`src/rtl/fetch_pc_unit.sv`:
```
// Instruction-fetch stage: PC register, IF/ID latch, redirects, fetch counter.
// Optional PC bounds fault is enabled by defining PC_BOUNDS_CHECK_EN.
module fetch_pc_unit #(
  parameter int ADDR_W   = 5,
  parameter int MEM_SIZE = 8,
  parameter int RESET_PC = 0
) (
  input  logic              clock,
  input  logic              reset,
  input  logic              stall,
  input  logic              jump,
  input  logic [25:0]       jumpTarget,
  input  logic              branchTaken,
  input  logic [15:0]       branchOffset,
  input  logic [31:0]       instrIn,
  output logic [ADDR_W-1:0] readAddress,
  output logic [31:0]       ifIdInstr,
  output logic [ADDR_W-1:0] ifIdPc,
  output logic              ifIdValid,
  output logic [15:0]       fetchCount,
  output logic              pcFault
);

  logic [ADDR_W-1:0] pc;
  logic [ADDR_W-1:0] pc_d;
  logic [ADDR_W-1:0] ifpc_d;
  logic [31:0]       instr_d;
  logic              vld_d;
  logic [15:0]       cnt_d;
  logic              flt;
  logic              flt_d;
  logic              seq_req;
  logic              go_flt;
  logic              go_stl;
  logic              go_jmp;
  logic              go_br;
  logic              go_seq;

  logic unused_hi;
  assign unused_hi = ^{jumpTarget[25:ADDR_W],
                       branchOffset[15:ADDR_W]};

  assign seq_req = !stall && !jump && !branchTaken;

`ifdef PC_BOUNDS_CHECK_EN
  localparam logic [ADDR_W:0] MEM_LIM = (ADDR_W+1)'(MEM_SIZE);
  logic oob;
  assign oob    = {1'b0, pc} >= MEM_LIM;
  // Once faulted every edge is a fault edge until reset.
  assign go_flt = flt || (seq_req && oob);
`else
  localparam int unused_mem = MEM_SIZE;
  assign go_flt = 1'b0;
`endif

  assign go_stl = !go_flt && stall;
  assign go_jmp = !go_flt && !stall && jump;
  assign go_br  = !go_flt && !stall && !jump && branchTaken;
  assign go_seq = !go_flt && seq_req;

  always_comb begin
    pc_d    = pc;
    ifpc_d  = ifIdPc;
    instr_d = ifIdInstr;
    vld_d   = ifIdValid;
    cnt_d   = fetchCount;
    flt_d   = flt;
    unique case (1'b1)
      go_flt: begin
        instr_d = '0;
        vld_d   = 1'b0;
        flt_d   = 1'b1;
      end
      go_stl: ;
      go_jmp: begin
        pc_d    = jumpTarget[ADDR_W-1:0];
        instr_d = '0;
        vld_d   = 1'b0;
      end
      go_br: begin
        pc_d    = ifIdPc + ADDR_W'(1)
                + branchOffset[ADDR_W-1:0];
        instr_d = '0;
        vld_d   = 1'b0;
      end
      go_seq: begin
        pc_d    = pc + ADDR_W'(1);
        ifpc_d  = pc;
        instr_d = instrIn;
        vld_d   = 1'b1;
        if (fetchCount != 16'hFFFF)
          cnt_d = fetchCount + 16'd1;
      end
      default: ;
    endcase
  end

  always_ff @(posedge clock or posedge reset) begin
    if (reset) begin
      pc         <= ADDR_W'(RESET_PC);
      ifIdPc     <= '0;
      ifIdInstr  <= '0;
      ifIdValid  <= 1'b0;
      fetchCount <= '0;
      flt        <= 1'b0;
    end else begin
      pc         <= pc_d;
      ifIdPc     <= ifpc_d;
      ifIdInstr  <= instr_d;
      ifIdValid  <= vld_d;
      fetchCount <= cnt_d;
      flt        <= flt_d;
    end
  end

  assign readAddress = pc;

`ifdef PC_BOUNDS_CHECK_EN
  assign pcFault = flt;
`else
  assign pcFault = 1'b0;
`endif

endmodule

```
`config.mk`:
```
export PLATFORM = sky130hd
export DESIGN_NAME = fetch_pc_unit
export DESIGN_NICKNAME = d
export VERILOG_FILES = /design/src/rtl/fetch_pc_unit.sv
export SDC_FILE = /design/constraint.sdc
export NUM_CORES = 1
export LEC_CHECK = 0
export BUFFER_PORTS_ARGS = -buffer_cell sky130_fd_sc_hd__buf_2
export CAP_MARGIN = 20
export CORE_UTILIZATION = 45
export DETAILED_ROUTE_END_ITERATION = 8
export PLACE_DENSITY_LB_ADDON = 0.05
export SETUP_SLACK_MARGIN = 0.15
export SLEW_MARGIN = 25
export SYNTH_ARGS = -nofsm -noshare
export SYNTH_HDL_FRONTEND = slang
export SYNTH_SLANG_ARGS = --single-unit
```
`constraint.sdc`:
```
create_clock -name clock -period 2.4 [get_ports clock]
set_input_delay 0.36 -clock clock [delete_from_list [all_inputs] [get_ports clock]]
set_output_delay 0.36 -clock clock [all_outputs]
set_load 0.01 [all_outputs]
```
==> flow_summary.yaml <==
outcome:
  status: "finished, final reports clean"
synthesis:
  synthSimpleGateAreaFrac_pct: 10.7
  synth-compound-area-share_pct: 17.5
  netlist_instances: 220
  async_reset_ff_share_pct: 100
  synth_area_leaders: "dfrtp_1 57%, a22o_1 11%, xnor2_1 4.7%"
  yosys_most_used_dff: "dfrtp_1"
  synthXorXnorAreaFrac_pct: 6.42
  synth_fa_ha_area_share_pct: 3.67
  synth_top_family_by_area: "compound AO/OA/AOI/OAI gates"
  synth_area_leader_cell: "dfrtp_1"
  ys.warnings.count: 0
  synth-edff-count: 0
  synth-seq-cells: 59
  yosysTopAreaCellShare_pct: 56.9
  ys_seq_area_share_pct: 56.9
  syn_nets: 306
  yosys.cell_types.count: 37
  mappedNetlistArea_um2: 2590
  avgSynthCellArea_um2: 11.8
  synth_mux_area_share_pct: 1.21
layout:
  drive_gt1_share_pct: 38.7
  fin_area_um2: 3410
  n_antenna_cell: 0
  nNetsFinal: 412
  synthToLayoutAreaGrowth_pct: 31.5
  final_cells: 403
clock_network:
  htreeDepth: 3
  clock_path_buffers: 2
  root_buffer: "clkbuf_8"
  cts_resized: 0
  postCtsSetupBuffers: 0
  clkTransAtPathRegs_ns: 0.07
  cts_made_buffers: 9
  clock-sinks: 59
  clock_latency_ns: 0.33
  cts_tree: "built"
critical_path:
  worst_ep_required_time_ns: 2.62
  reg2reg_depth: 9
  start_kind: "register"
  crit_arrival_ns: 2.21
  path_class: "register to register"
  crit_path_end_kind: "register"
  path_max_fanout: 2
global_routing:
  grt_usage_pct: 20.7
  grt_pass1_wl_um: 9410
  grt_max_degree: 51
  antenna_found_initial: 0
  grt_pass1_vias: 1962
  grt_overflow: 0
sta:
  clock_skew_ns: 0.00677
  setup_viol: 0
  maxSlewViolCount: 0
  rsz0062_at_grt: "false"
  fmax_ghz: 0.502
  finalCriticalPeriod_ns: 1.99
  hold_violations: 0
  fin_crit_sh_pct: 82.9
  fin_setup_tns_ns: 0
  fin_ws_ns: 0.410
flow_run:
  maxCapViolations: 0
drt:
  drt_iter0_drc: 89
  drc_errors: 0
  ant_nets: 0
  detail_route.vias_per_cell: 5.24
  dr_total_vias: 2111
  routed_wl_um: 5860
  post_drt_wl_per_cell_um: 14.6
  first_pass_iters: 4
placement:
  place_area_um2: 3170
  place_hpwl_um: 3980
  gp_congestion: 0.799
  post-place-cells: 386
  place_worst_setup_slack_ns: 0.321
  place.port_buffers: 105
power_and_ir_drop:
  total_power_uw: 2700
  switching_share_pct: 27.9
  internal-power_uw: 1950
  peakVddDrop_uv: 543
  power_density_nw_per_um2: 793
  p_clk_share_pct: 37.3
  power_frac_seq_pct: 44.7
  p_leak_uw: 0.00182
  netSwitchingPower_uw: 755
  combPwrFrac_pct: 17.9
die:
  die_area_um2: 6070
  die_y_um: 77.9
  pin_count: 139
  fp.dieW_um: 77.9
  floorplan.rows: 27
  start_util_pct: 46.8
  core_area_um2: 5540
min_path:
  whs_path_depth: 2
  hold_class: "input pin to register"
[per-layer routing]
metal | up-vias | wire length (um) | GRT usage, %
met3 | 11 | 408 | 7.53
met1 | 1012 | 2700 | 27.1
li1 | 1009 | - | -
met4 | 0 | 107 | 9.81
met5 | - | 0 | 0
met2 | 79 | 2650 | 30.6
[kinds of logic (layout without fill, tap and decap cells)]
kind of cell / after synthesis / in the layout
AO/OA/AOI/OAI: 57 / 57
XOR/XNOR: 19 / 19
adder cells (fa/ha/maj): 7 / 7
buffers and inverters: 18 / 129
flip-flops: 59 / 59
multiplexers: 3 / 3
other: 1 / 1
AND/OR/NAND/NOR: 56 / 56
[cell usage in the layout (no fill, tap or decap), drive strengths merged]
master       instances
or3                  1
nor3b                1
conb                 1
ha                   6
clkinvlp             2
nand2               20
a22oi                2
xnor2               14
nor4                 2
nand3               11
nor2                 6
nand4                3
dlygate4sd3          1
xor2                 5
nand2b               2
and4                 1
dfrtp               59
mux2                 1
mux2i                2
inv                  4
a41oi                1
nor3                 3
a2111oi              1
nor2b                1
o31a                 1
a211oi               1
fa                   1
a21oi                7
a221o                1
a21o                 2
and3                 4
buf                108
clkinv               2
or2                  1
clkbuf              10
bufinv               2
o21ai                9
a22o                32
[sequential cells by signal, indices dropped and copies added (netlist names)]
name,cells
fetchCount,16
ifIdInstr,32
readAddress,5
ifIdPc,5
ifIdValid,1
[cell usage after synthesis (2+ instances only)]
cell type / instances
nor2_1: 6
inv_1: 4
nand3_1: 11
xor2_1: 5
buf_2: 3
mux2i_1: 2
xnor2_1: 14
nand2b_1: 2
nand2_1: 20
a22oi_1: 2
clkbuf_1: 8
a22o_1: 32
nand4_1: 3
dfrtp_1: 59
ha_1: 6
a21oi_1: 7
nor3_1: 3
buf_6: 2
a21o_1: 2
and3_1: 4
o21ai_0: 9
[worst paths after layout]
kind / end / slack, ns / from
worst min-delay path: ifIdInstr[7] / 0.23 / instrIn[7]
min in group asynchronous: fetchCount[10] / 0.49 / reset
worst max-delay path: readAddress[4] / 0.41 / ifIdPc[0]
max in group asynchronous: ifIdPc[1] / 1.39 / reset
worst min register to register: ifIdValid / 0.48 / ifIdValid
worst max register to register: readAddress[4] / 0.41 / ifIdPc[0]
[metrics by stage]
step | hold slack [ns] | utilization, %
floorplan | 0.489 | -
CTS | 0.209 | 61.6
global route | 0.212 | 61.6
finish | 0.230 | 61.6
detailed placement | 0.295 | 57.3
global placement | 0.295 | 57.3
[worst max-delay path, stage by stage (launching register included)]
cell and delay [ns]:
dfrtp_1 0.37, inv_1 0.07, ha_1 0.14, inv_1 0.06
fa_1 0.39, a21o_1 0.20, a21oi_1 0.17, xnor2_1 0.13
a21oi_1 0.08, a221o_1 0.27
[timing repair]
item	CTS	global route
endpoints found under the setup margin	0	0
endpoints found under the hold margin	9	0
hold buffers	1	0
[power by group through the flow]
stage | registers, uW | logic (uW) | clock network [uW]
floorplan | 1260 | 245 | 0
global placement | 1220 | 482 | 0
detailed placement | 1230 | 489 | 0
CTS | 1210 | 493 | 1040
global route | 1230 | 546 | 1090
finish | 1210 | 484 | 1010
[area by class of cell]
type / instances / area, um2
fillers: 503 / 2130
flip-flops and latches: 59 / 1480
multi-input cells: 143 / 1030
repair buffers: 109 / 571
clock buffers: 10 / 138
well taps: 72 / 90.1
clock inverters: 6 / 88.8
inverters: 4 / 15.0
No activity file was read; power rests on OpenSTA's default activity.
